File: config.mk
export PLATFORM = sky130hd
export DESIGN_NAME = memaccess_log
export DESIGN_NICKNAME = d
export VERILOG_FILES = /design/src/rtl/memaccess_log.sv
export SDC_FILE = /design/constraint.sdc
export NUM_CORES = 1
export LEC_CHECK = 0
export BUFFER_PORTS_ARGS = -buffer_cell sky130_fd_sc_hd__buf_2
export CAP_MARGIN = 20
export CORE_ASPECT_RATIO = 0.75
export CORE_UTILIZATION = 32
export CTS_CLUSTER_SIZE = 24
export DETAILED_ROUTE_END_ITERATION = 12
export GPL_ROUTABILITY_DRIVEN = 0
export HOLD_SLACK_MARGIN = 0.05
export SLEW_MARGIN = 30
export SYNTH_ARGS = -nofsm -noshare
export SYNTH_HDL_FRONTEND = slang
export SYNTH_SLANG_ARGS = --single-unit
File: constraint.sdc
create_clock -name clk -period 2.2 [get_ports clk]
set_clock_uncertainty 0.2 [all_clocks]
set_input_delay 0.11 -clock clk [delete_from_list [all_inputs] [get_ports clk]]
set_output_delay 0.11 -clock clk [all_outputs]
set_load 0.1 [all_outputs]
File: src/rtl/memaccess_log.sv
// rtl/memaccess_log.sv - range-hit event logger with event FIFO, write-hit counter and alert FSM
module memaccess_log #(
    parameter int DEPTH    = 4,
    parameter int WR_LIMIT = 3
) (
    input  logic        clk,
    input  logic        rst_n,
    input  logic [31:0] addr,
    input  logic        rd_hit,
    input  logic        wr_hit,
    input  logic        pop,
    input  logic        clr,
    output logic        evt_valid,
    output logic [31:0] evt_addr,
    output logic        evt_wr,
    output logic [15:0] wr_count,
    output logic        overflow,
    output logic        irq
);
    localparam int          AW    = $clog2(DEPTH);
    localparam logic [AW:0] FULL  = (AW+1)'(DEPTH);
    localparam logic [15:0] LIMIT = 16'(WR_LIMIT);

    typedef enum logic {MONITOR, ALERT} state_t;

    state_t          state;
    logic [31:0]     addr_q;
    logic [31:0]     mem_addr [DEPTH];
    logic            mem_wr   [DEPTH];
    logic [AW-1:0]   wptr;
    logic [AW-1:0]   rptr;
    logic [AW:0]     count;

    logic            push;
    logic            do_pop;
    logic            accept;
    logic            drop;
    logic [15:0]     wr_count_nxt;
    logic            overflow_nxt;

    always_comb begin
        push   = rd_hit | wr_hit;
        do_pop = pop && (count != '0);
        // A full FIFO can still take a push when the head leaves the same cycle.
        accept = push && ((count != FULL) || do_pop);
        drop   = push && (count == FULL) && !do_pop;
        if (clr)
            wr_count_nxt = 16'h0000;
        else if (wr_hit && (wr_count != 16'hFFFF))
            wr_count_nxt = wr_count + 16'h0001;
        else
            wr_count_nxt = wr_count;
        overflow_nxt = clr ? 1'b0 : (overflow | drop);
    end

    assign evt_valid = (count != '0);
    assign evt_addr  = evt_valid ? mem_addr[rptr] : 32'h0;
    assign evt_wr    = evt_valid ? mem_wr[rptr]   : 1'b0;

    // Storage needs no reset: outputs are masked by the reset-cleared occupancy.
    always_ff @(posedge clk) begin
        if (accept) begin
            mem_addr[wptr] <= addr_q;
            mem_wr[wptr]   <= wr_hit;
        end
    end

    always_ff @(posedge clk or negedge rst_n) begin
        if (!rst_n) begin
            addr_q   <= 32'h0;
            wptr     <= '0;
            rptr     <= '0;
            count    <= '0;
            wr_count <= 16'h0000;
            overflow <= 1'b0;
            state    <= MONITOR;
            irq      <= 1'b0;
        end else begin
            addr_q   <= addr;
            wr_count <= wr_count_nxt;
            overflow <= overflow_nxt;
            if (accept)
                wptr <= wptr + 1'b1;
            if (do_pop)
                rptr <= rptr + 1'b1;
            if (accept && !do_pop)
                count <= count + 1'b1;
            else if (do_pop && !accept)
                count <= count - 1'b1;

            case (state)
                MONITOR: begin
                    if (!clr && ((wr_count_nxt >= LIMIT) || overflow_nxt)) begin
                        state <= ALERT;
                        irq   <= 1'b1;
                    end
                end
                ALERT: begin
                    if (clr) begin
                        state <= MONITOR;
                        irq   <= 1'b0;
                    end
                end
                default: begin
                    state <= MONITOR;
                    irq   <= 1'b0;
                end
            endcase
        end
    end
endmodule

; Word-level counts from Yosys, hierarchy flattened
; Memory sizes are Yosys's and may differ from the RTL's.
; Index checks and enable logic that the tools add are counted.
[totals]
ff_bits = 58
mem_bits_rw = 132
in_bits = 38
output_inout_bits = 52
word_cells = 55
n_memories = 2
[memory_table]
columns = name, words, width, rd, rd_clocked_by_memory_dff, write_ports, line_no
row1 = mem_addr, 4, 32, 1, 0, 1, 28  ; logic [31:0] mem_addr [DEPTH];
row2 = mem_wr, 4, 1, 1, 0, 1, 29  ; logic mem_wr [DEPTH];
[classes]
n_addsub = 5
n_lt_le_gt_ge = 1
n_eq_ne = 5
muxes = 15
n_bitwise = 3
n_reduce_logical = 16
[ops]
columns = operator, count
row1 = $mux 16, 2
row2 = $mux 32, 1
row3 = $add 16x1->16 const B, 1
row4 = $ge 16x2->1 const B, 1
row5 = $ne 16x16->1 const B, 1
row6 = $logic_and 1x1->1, 8
row7 = $mux 1, 8
row8 = $mux 3, 2
row9 = $add 2x1->2 const B, 2
row10 = $ne 2x2->1 const B, 2
row11 = $pmux 1 s2, 2
row12 = $add 3x1->3 const B, 1
row13 = $eq 3x3->1 const B, 1
row14 = $logic_not 1->1, 3
row15 = $ne 3x3->1 const B, 1
row16 = $reduce_bool 3->1, 1
row17 = $sub 3x1->3 const B, 1
row18 = $logic_or 1x1->1, 2
row19 = $or 1x1->1, 2
row20 = $reduce_and 2->1, 1
row21 = $reduce_bool 2->1, 1
row22 = $not 1->1, 1

; Depth between registers and ports, before layout
; Gate-level depths: netlist of run 1.
[depth]
ltp_word = 10
depth_mapped = 9
depth_no_buf = 8

; Least setup slack after synthesis of run 1
; Ideal clock, no wire load.
[synth_timing]
path_type = register -> register
start = register wr_count[0]
end = register state
setup_time_ps = 136
arrival_time_ps = 2785
required_ps = 1864
path_slack_ps = -921
stages_incl_launch_ff = 9
path_buffers = 0
period_less_slack_ps = 3121
path_cell_list = dfrtp_1 -> ha_1 -> nand4_1 -> or4_4 -> nor3_2 -> a211oi_2 -> nor4_2 -> and4b_1 -> a21oi_1
[synth_via]
elab_chain_len = 9
elab_cells_between_ends = 10
classes_between = add/sub (1) / order compare (1) / eq/ne (1) / mux (4) / reduce/logical (3)
[synth_rtl]
columns = item, line_no
row1 = from (decl), 16  ; output logic [15:0] wr_count,
row2 = from (signal assigned), 80  ; wr_count <= wr_count_nxt;
row3 = "parallel branches: the longest is 2 deep, another holds $add 16x1->16", --
row4 = $mux 16 *, 49  ; else if (wr_hit && (wr_count != 16'hFFFF))
row5 = $mux 16 *, 47  ; if (clr)
row6 = via wr_count_nxt[14], 38  ; logic [15:0] wr_count_nxt;
row7 = $ge 16x2->1 *, 93  ; if (!clr && ((wr_count_nxt >= LIMIT) || overflow_nxt)) begin
row8 = $logic_or 1x1->1 *, 93
row9 = $logic_and 1x1->1 *, 93
row10 = $mux 1 *, 93
row11 = $pmux 1 s2 *, 91  ; case (state)
row12 = to (signal assigned), 94  ; state <= ALERT;
row13 = to (signal assigned), 100  ; state <= MONITOR;
row14 = to (signal assigned), 105  ; state <= MONITOR;
row15 = to (decl), 26  ; state_t state;
; Mark *: on every way through the listed nets, which the timed path passes.
; A chain may end at the register's enable or synchronous reset.

; Worst setup path after layout of run 1
[layout_timing]
start = register wr_count[1]
end = register irq
[layout_via]
elab_chain_len = 9
elab_cells_between_ends = 10
classes_between = add/sub (1) / order compare (1) / eq/ne (2) / mux (2) / reduce/logical (4)
[layout_rtl]
columns = item, line_no
row1 = "parallel branches: the longest is 2 deep, another holds $add 16x1->16", --
row2 = $mux 16 *, 49
row3 = $mux 16 *, 47
row4 = via wr_count_nxt[6], 38
row5 = $ge 16x2->1 *, 93
row6 = $logic_or 1x1->1 *, 93
row7 = $logic_and 1x1->1 *, 93
row8 = $ne 2x2->1 (no source line) *, --
row9 = $reduce_and 2->1 (no source line) *, --
row10 = to (signal assigned), 95  ; irq <= 1'b1;
row11 = to (signal assigned), 101  ; irq <= 1'b0;
row12 = to (signal assigned), 106  ; irq <= 1'b0;
row13 = to (decl), 18  ; output logic irq
; Marked as above.

==> flow_summary_export.csv, run 1 <==
group,metric,value,unit
worst_setup_path,worstReg2RegStart,"wr_count[1]",
finish,design_area,0.0106,mm²
placement,detailed_place_hpwl,10100,µm
sta,rsz0062_at_grt,"true",
sta,slew_viol_final,0,
finish,layout_common_cells,"edfxtp_1, buf_2, buf_4, buf_12, dfrtp_1",
floorplanning,core_area,0.0223,mm²
detailed_routing,post_drt_wl_per_cell,17.3,µm
yosys,syn_area,0.00736,mm²
outcome,status,"finished, violations left",
finish,num_antenna_cells,0,
sta,setup_viol,35,
sta,period_share,107,%
yosys,synth-seq-area-share,73.6,%
yosys,async_flop_share,30.5,%
finish,final_common_cell,"edfxtp_1",
yosys,synth-seq-cells,190,
placement,dpl-instance-area,0.00932,mm²
detailed_routing,drcViolationCount,0,
global_routing,grt_pass1_wl,24600,µm
job,drv_cap,0,
finish,layout.nets,644,
cts,cts_made_buffers,17,
sta,final.setup.tns,-1.62,ns
floorplanning,die_height,133,µm
floorplanning,io_pins,90,
yosys,syn_area_per_cell,18.3,µm²
placement,placed_cells,821,
yosys,synth-edff-count,132,
worst_setup_path,crit_path_start_kind,"flop",
detailed_routing,routed-via-count,4153,
worst_setup_path,arrival,2.50,ns
global_routing,grt_max_degree,36,
finish,fillers,1869,
worst_setup_path,crit_fanout,5,
worst_setup_path,rr_worst_depth,9,
sta,fin_crit,2.35,ns
sta,hold_viol,0,
floorplanning,die_width,177,µm
cts,clkTransAtPathRegs,0.08,ns
finish,drive_gt1_share,50.7,%
min_path,hp-class,"input pin to asynchronous set/reset pin",
global_routing,antenna_found_initial,0,
outcome,violations,"setup timing",
cts,cts_tree,"built",
detailed_routing,vias_per_cell,4.58,
detailed_routing,drtAntennaViolNets,0,
cts,clkSinkCount,190,
detailed_routing,drt_iter0_drc,276,
cts,cts-htree-levels,4,
floorplanning,row_count,47,
global_routing,grt_util_all_layers,14.1,%
worst_setup_path,timing.rr.end,"irq",
sta,tightest_slew,0.785,ns
cts,clock_path_buffers,2,
finish,multi_input_area,0.00203,mm²
finish,final_cells,906,
worst_setup_path,reg2reg_slack,-0.15,ns
worst_setup_path,required,2.35,ns
detailed_routing,first_pass_iters,4,
global_routing,first_global_vias,4449,
placement,portBuffers,89,
worst_setup_path,cp-end-kind,"flop",
sta,max_slew_margin,47.7,%
yosys,syn_inst,402,
finish,ff_latch_area,0.00547,mm²
sta,clock.fmax,426,MHz
finish,fin_util,47.5,%
global_routing,grt_remaining_overflow,0,
yosys,yosys.cell_types.count,48,
floorplanning,die_area,0.0236,mm²
floorplanning,start_util,33.0,%
yosys,synth_warnings,0,
sta,worst_slack,-0.150,ns
yosys,synthFlopType,"edfxtp_1",
worst_setup_path,crit_type,"flop to flop",
finish,area_delta_synth_final,43.8,%
detailed_routing,wirelength,15700,µm
cts,clock_latency,0.43,ns
yosys,syn_nets,447,
cts,cts_root_buf,"clkbuf_16",
logic make-up (layout without fill, tap and decap cells):
group	count (synthesis)	count (layout)	synth area share [%]
flip-flops	190	190	73.6
AND/OR/NAND/NOR	103	103	8.86
multiplexers	37	37	10.7
buffers and inverters	28	238	1.56
AO/OA/AOI/OAI	22	22	2.21
XOR/XNOR	15	15	1.79
adder cells (fa/ha/maj)	7	7	1.29
layout make-up:
type / count / area share [%]
repair buffers: 197 / 19.8
well taps: 294 / 3.48
clock inverters: 14 / 1.43
flip-flops and latches: 190 / 51.7
inverters: 9 / 0.319
multi-input cells: 184 / 19.2
clock buffers: 18 / 4.06
critical path, cell delays in order, from the launching register on:
cell,delay [ns]
dfrtp_4,0.51
ha_4,0.20
and4_2,0.21
buf_4,0.15
nand4_1,0.08
nor2_1,0.04
nor3_1,0.40
nor4_2,0.10
and4b_1,0.26
a21oi_1,0.15
per-layer routing:
metal	vias to the layer above	track usage, %	routed length, µm
li1	1926	-	-
met5	-	0	0
met3	10	3.48	625
met1	2112	18.6	7070
met4	0	4.17	140
met2	105	23.0	7880
cell usage after synthesis (2+ instances only):
cell type	n	share of area, %
mux4_2	33	10
nor2b_1	2	0.17
inv_1	9	0.46
edfxtp_1	132	54
buf_2	5	0.34
or3_1	2	0.17
nand3_1	9	0.61
and2_1	38	3.2
nand4_2	2	0.34
and4_1	2	0.24
a31oi_1	3	0.26
nand2_1	7	0.36
xor2_1	8	0.95
clkbuf_1	11	0.56
dfrtp_1	58	20
mux2_2	2	0.31
nor4_2	2	0.34
nor3_1	6	0.41
a21oi_1	8	0.54
nor2_1	19	0.97
nand4_1	2	0.17
xnor2_1	7	0.83
nor3_2	2	0.27
o21ai_0	3	0.20
buf_1	2	0.10
ha_1	6	1.0
how the worst max path moves through the flow:
stage                     start        to  slack, ns
floorplan           wr_count[5]     state      -0.28
global route        wr_count[4]     state      -0.23
finish              wr_count[1]       irq      -0.15
global placement    wr_count[1]     state       -0.1
detailed placement     count[1]  count[1]      -0.16
CTS                 wr_count[4]       irq      -0.13
registers in the layout, summed over array words and instances (netlist names):
signal / count
wptr: 2
rptr: 2
state: 1
count: 3
mem_addr: 128
overflow: 1
irq: 1
mem_wr: 4
addr_q: 32
wr_count: 16
metrics by stage:
step	hold WS, ns	setup slack [ns]
floorplan	-0.386	-0.279
global placement	0.0198	-0.0983
detailed placement	0.0195	-0.156
CTS	0.100	-0.130
global route	0.106	-0.231
finish	0.0904	-0.150
repair_timing:
action	in CTS	in global routing
resized for setup	36	15
pin swaps	7	6
hold buffers	38	0
endpoints found under the hold margin	80	0
cloned	1	4
endpoints found under the setup margin	124	37
setup buffers	4	7
Power of run 1 is not shown: default switching activity piles up to over one toggle a cycle in this logic, so the estimate is an artifact.
==> run 2, diff against run 1 <==
--- a/config.mk
+++ b/config.mk
@@ -5,6 +5,7 @@
 export SDC_FILE = /design/constraint.sdc
 export NUM_CORES = 1
 export LEC_CHECK = 0
+export ABC_AREA = 1
 export BUFFER_PORTS_ARGS = -buffer_cell sky130_fd_sc_hd__buf_2
 export CAP_MARGIN = 20
 export CORE_ASPECT_RATIO = 0.75
@@ -13,6 +14,7 @@
 export DETAILED_ROUTE_END_ITERATION = 12
 export GPL_ROUTABILITY_DRIVEN = 0
 export HOLD_SLACK_MARGIN = 0.05
+export PLACE_DENSITY = 0.58
 export SLEW_MARGIN = 30
 export SYNTH_ARGS = -nofsm -noshare
 export SYNTH_HDL_FRONTEND = slang
==> run 2 against run 1 <==
Compared with the run above:
- the run now ends clean
- register-to-register slack gained 0.18 ns
- design area is 5.6% higher
- hold slack worse by 0.066 ns
- non-clock buffer count fell by 6
- core utilization increased by 0.49 points
- synthesized area increased by 4.7%
- critical path type is now flop to output port
- largest cell class unchanged
- highest routed layer unchanged
==> flow_summary_export.csv, run 2 <==
group,metric,value,unit
outcome,status,"finished, final reports clean",
yosys,ys_top_cells_by_area,"edfxtp_1, dfrtp_1, nor2_1",
detailed_routing,post_drt_wl_per_cell,16.0,µm
min_path,hp-class,"input pin to asynchronous set/reset pin",
finish,num_antenna_cells,0,
sta,rsz0062_at_grt,"true",
yosys,synth_warnings,0,
worst_setup_path,required,1.89,ns
global_routing,grt_remaining_overflow,0,
finish,layout_common_cells,"nor2_1, edfxtp_1, nand2_1, buf_2, o21ai_1",
cts,cts_made_buffers,17,
worst_setup_path,reg2reg_slack,0.03,ns
yosys,syn_area_per_cell,11.4,µm²
sta,max_slew_margin,59.9,%
global_routing,first_global_vias,4947,
finish,multi_input_area,0.00248,mm²
global_routing,grt_max_degree,41,
detailed_routing,drcViolationCount,0,
detailed_routing,drt_iter0_drc,367,
cts,clock_path_buffers,2,
sta,setup_viol,0,
cts,cts_tree,"built",
worst_setup_path,crit_type,"flop to output port",
worst_setup_path,cp-end-kind,"output port",
floorplanning,row_count,48,
sta,fin_crit,2.18,ns
yosys,synth_top_area_share,51.4,%
yosys,yosys.cell_types.count,30,
sta,hold_viol,0,
cts,cts_root_buf,"clkbuf_16",
worst_setup_path,rr_worst_depth,15,
placement,detailed_place_hpwl,11000,µm
job,drv_cap,0,
yosys,synth-edff-count,132,
detailed_routing,wirelength,18700,µm
detailed_routing,routed-via-count,5344,
yosys,syn_area,0.00771,mm²
detailed_routing,vias_per_cell,4.58,
yosys,syn_nets,720,
floorplanning,die_area,0.0247,mm²
floorplanning,die_width,181,µm
sta,period_share,99.1,%
worst_setup_path,crit_start,"rptr[0]",
floorplanning,io_pins,90,
yosys,synth-seq-cells,190,
yosys,async_flop_share,30.5,%
worst_setup_path,worstReg2RegStart,"wr_count[1]",
detailed_routing,drtAntennaViolNets,0,
sta,clock.fmax,459,MHz
yosys,synthFlopType,"edfxtp_1",
finish,fillers,2034,
placement,portBuffers,89,
worst_setup_path,timing.rr.end,"state",
cts,cts-htree-levels,4,
finish,largest_register_ffs,128,
cts,clkTransAtPathRegs,0.07,ns
finish,fin_util,48.0,%
finish,top_register,"mem_addr",
worst_setup_path,crit_fanout,10,
yosys,synth_commonest_cells,"nor2_1, edfxtp_1, o21ai_0",
yosys,synth-seq-area-share,70.3,%
finish,final_common_cell,"nor2_1",
floorplanning,die_height,136,µm
detailed_routing,first_pass_iters,4,
yosys,yosysMostFrequentCell,"nor2_1",
finish,layout.nets,899,
global_routing,antenna_found_initial,0,
yosys,yosysTopAreaCell,"edfxtp_1",
worst_setup_path,crit_path_start_kind,"flop",
global_routing,grt_pass1_wl,27600,µm
worst_setup_path,arrival,1.87,ns
global_routing,grt_util_all_layers,15.0,%
finish,top_regs,"mem_addr (128), addr_q (32), wr_count (16)",
yosys,syn_inst,675,
cts,clkSinkCount,190,
finish,drive_gt1_share,33.2,%
cts,clock_latency,0.43,ns
floorplanning,start_util,33.1,%
sta,tightest_slew,0.602,ns
finish,ff_latch_area,0.00546,mm²
floorplanning,core_area,0.0233,mm²
sta,slew_viol_final,0,
finish,area_delta_synth_final,45.1,%
-- run 2: worst max-delay path by stage --
stage                     cells past startpoint  slack (ns)        endpoint
after floorplan                               4       -0.51  mem_addr[0][0]
after global placement                       13        0.09             irq
after detailed placement                     13        0.05           state
after CTS                                     7     0.00002    evt_addr[10]
after global routing                          7       -0.06     evt_addr[2]
final                                         7        0.02    evt_addr[31]
-- run 2: what timing repair did --
| action | in CTS | in global routing |
|---|---|---|
| setup endpoints to repair | 32 | 37 |
| buffers inserted | 1 | 3 |
| hold buffers | 37 | 0 |
| pin swaps | 0 | 21 |
| cloned | 0 | 7 |
| gates resized for setup | 5 | 84 |
| hold endpoints to repair | 112 | 0 |
-- run 2: kinds of logic after synthesis --
family | count (synthesis) | share of synthesized area, %
simple gates | 275 | 15.1
flops | 190 | 70.3
compound gates | 119 | 7.94
buf+inv | 72 | 4.11
xor+xnor | 11 | 1.25
fa+ha+maj | 7 | 1.23
mux | 1 | 0.146
-- run 2: per-layer routing --
metal	up-vias	routed length [µm]	GRT usage [%]
li1	2629	-	-
met1	2560	9210	21.2
met2	141	8470	23.3
met3	14	912	3.70
met4	0	121	3.34
met5	-	0	0
-- run 2: critical path, stage by stage, from the launching register on --
cell     delay, ns
dfrtp_2       0.41
buf_12        0.16
inv_8         0.11
buf_12        0.13
o21ai_0       0.08
buf_4         0.14
a21oi_4       0.20
buf_12        0.20
-- run 2: cell type report --
class / instances / area share [%]
clock inverter: 13 / 1.29
clock buffer: 19 / 3.87
inverter: 41 / 1.49
tap: 300 / 3.36
sequential: 190 / 48.8
timing repair buffer: 191 / 18.9
multi-input combinational: 413 / 22.2
-- run 2: through the flow --
step	instances	cell area, µm²	hold slack [ns]	setup slack (ns)	setup TNS (ns)
final	1167	11200	0.0241	0.0202	0
after global routing	1167	11200	0.0823	-0.0614	-0.402
after CTS	1157	10800	0.0508	0.0000229	0
after detailed placement	1087	9830	-0.0304	0.0510	0
after global placement	1087	9830	-0.0417	0.0937	0
after floorplan	675	8140	-0.386	-0.510	-72.56
Power of run 2 is left out for the same reason.
==> run 3, diff against run 2 <==
--- a/config.mk
+++ b/config.mk
@@ -12,7 +12,6 @@
 export CORE_UTILIZATION = 32
 export CTS_CLUSTER_SIZE = 24
 export DETAILED_ROUTE_END_ITERATION = 12
-export GPL_ROUTABILITY_DRIVEN = 0
 export HOLD_SLACK_MARGIN = 0.05
 export PLACE_DENSITY = 0.58
 export SLEW_MARGIN = 30
==> constraint.sdc (replaced) <==
create_clock -name clk -period 1.8 [get_ports clk]
set_clock_uncertainty 0.2 [all_clocks]
set_input_delay 0.09 -clock clk [delete_from_list [all_inputs] [get_ports clk]]
set_output_delay 0.09 -clock clk [all_outputs]
set_load 0.1 [all_outputs]
==> run 3 against run 2 <==
Compared with the run above:
- the run now ends with setup timing left
- critical path depth up 1
- die area unchanged
- worst setup slack worse by 0.43 ns
- wire length up 18%
- critical endpoint is now evt_addr[4]
- highest routed layer unchanged
==> flow_summary_export.csv, run 3 (synthesis gave the netlist of run 2 again) <==
group,metric,value,unit
global_routing,antenna_found_initial,0,
detailed_routing,drtAntennaViolNets,0,
worst_setup_path,cp-end-kind,"output port",
outcome,status,"finished, violations left",
worst_setup_path,path_common_cell,"buf_12",
sta,setup_viol,40,
detailed_routing,drcViolationCount,0,
finish,multi_input_area,0.00309,mm²
cts,clock_latency,0.44,ns
cts,ctsHoldBuffers,39,
placement,placed_cells,1130,
finish,final_cells,1235,
sta,slew_viol_final,0,
finish,layout.nets,967,
finish,fillers,1914,
detailed_routing,routed-via-count,5779,
finish,final_common_cell,"edfxtp_1",
floorplanning,die_area,0.0247,mm²
global_routing,grt_util_all_layers,17.5,%
sta,clock.fmax,452,MHz
detailed_routing,vias_per_cell,4.68,
job,drv_cap,0,
placement,dpl-instance-area,0.0103,mm²
cts,cts_tree,"built",
sta,period_share,123,%
worst_setup_path,slowest_delay,0.39,ns
global_routing,grt_pass1_wl,31800,µm
finish,largest_register_ffs,128,
sta,hold_viol,0,
cts,cts_made_buffers,17,
detailed_routing,first_pass_iters,4,
worst_setup_path,cpMaxStageDelayCell,"dfrtp_2",
finish,design_area,0.0129,mm²
worst_setup_path,arrival,1.92,ns
placement,dpl_worst_slack,-0.330,ns
worst_setup_path,crit_path_cell_trace,"buf_12, buf_12, clkbuf_16, nor2_2, nor2_1, o21ai_2, a21oi_4, buf_12",
cts,clock_path_buffers,2,
outcome,violations,"setup timing",
min_path,holdPathStages,7,
floorplanning,core_area,0.0233,mm²
finish,num_antenna_cells,0,
global_routing,first_global_vias,5652,
finish,top_register,"mem_addr",
detailed_routing,wirelength,22000,µm
sta,final.setup.tns,-12.80,ns
global_routing,grt_remaining_overflow,0,
sta,tightest_slew,0.495,ns
floorplanning,start_util,33.1,%
floorplanning,die_height,136,µm
finish,top_regs,"mem_addr (128), addr_q (32), wr_count (16)",
placement,gp_congestion,0.856,
worst_setup_path,crit_type,"flop to output port",
cts,cts-htree-levels,4,
global_routing,grt_max_degree,38,
finish,drive_gt1_share,51.3,%
detailed_routing,drt_iter0_drc,294,
worst_setup_path,crit_path_start_kind,"flop",
finish,area_delta_synth_final,66.8,%
placement,detailed_place_hpwl,11800,µm
floorplanning,io_pins,90,
finish,layout_common_cells,"edfxtp_1, nor2_1, buf_4, buf_12, nand2_1",
worst_setup_path,required,1.51,ns
worst_setup_path,crit_fanout,6,
finish,ff_latch_area,0.00546,mm²
sta,fin_crit,2.21,ns
floorplanning,row_count,48,
sta,worst_slack,-0.414,ns
sta,rsz0062_at_grt,"true",
cts,clkTransAtPathRegs,0.07,ns
placement,portBuffers,89,
worst_setup_path,rr_worst_depth,15,
detailed_routing,post_drt_wl_per_cell,17.8,µm
min_path,hp-class,"input pin to flop",
sta,max_slew_margin,67.3,%
cts,cts_root_buf,"clkbuf_16",
floorplanning,die_width,181,µm
cts,clkSinkCount,190,
[run 3: repair_timing]
| action | in CTS | in global routing |
|---|---|---|
| pin swaps | 46 | 87 |
| resized for setup | 124 | 122 |
| endpoints found under the setup margin | 61 | 69 |
| hold endpoints to repair | 111 | 1 |
| cloned | 12 | 9 |
| setup buffers | 17 | 5 |
[run 3: worst paths after layout]
| check | start | end | slack (ns) |
|---|---|---|---|
| max | rptr[0] | evt_addr[4] | -0.41 |
| max in group asynchronous | rst_n | wr_count[8] | 0.64 |
| min reg2reg | addr_q[11] | mem_addr[3][11] | 0.29 |
| min in group asynchronous | rst_n | addr_q[30] | 0.48 |
| max reg2reg | wr_count[1] | irq | -0.33 |
| min | pop | wptr[1] | 0.03 |
[run 3: worst max-delay path: cells and delay by family, from the launching register on]
kind	cells	cell delay (ns)
AND/OR/NAND/NOR	2	0.14
buffers and inverters	4	0.69
flip-flops	1	0.39
AO/OA/AOI/OAI	2	0.25
[run 3: per-stage QoR]
step,utilization [%],hold WS [ns]
after floorplan,-,-0.406
after global placement,44.3,-0.167
after detailed placement,44.4,-0.170
after CTS,52.3,0.0101
after global routing,55.2,0.0456
final,55.2,0.0302
[run 3: routing by layer]
layer / part of all wire (%) / track usage (%) / wire length (µm) / vias to the layer above
li1: - / - / - / 2784
met5: 0 / 0 / 0 / -
met3: 4.0 / 3.29 / 883 / 16
met4: 0.95 / 3.95 / 209 / 0
met2: 50 / 29.6 / 11000 / 155
met1: 45 / 23.5 / 9960 / 2824
[run 3: layout make-up]
| class | instances | area share [%] |
|---|---|---|
| clock inverter | 14 | 1.21 |
| sequential | 190 | 42.5 |
| timing repair buffer | 259 | 24.6 |
| clock buffer | 18 | 3.34 |
| tap | 300 | 2.92 |
| multi-input combinational | 413 | 24.0 |
| inverter | 41 | 1.44 |
Power of run 3 is left out for the same reason.
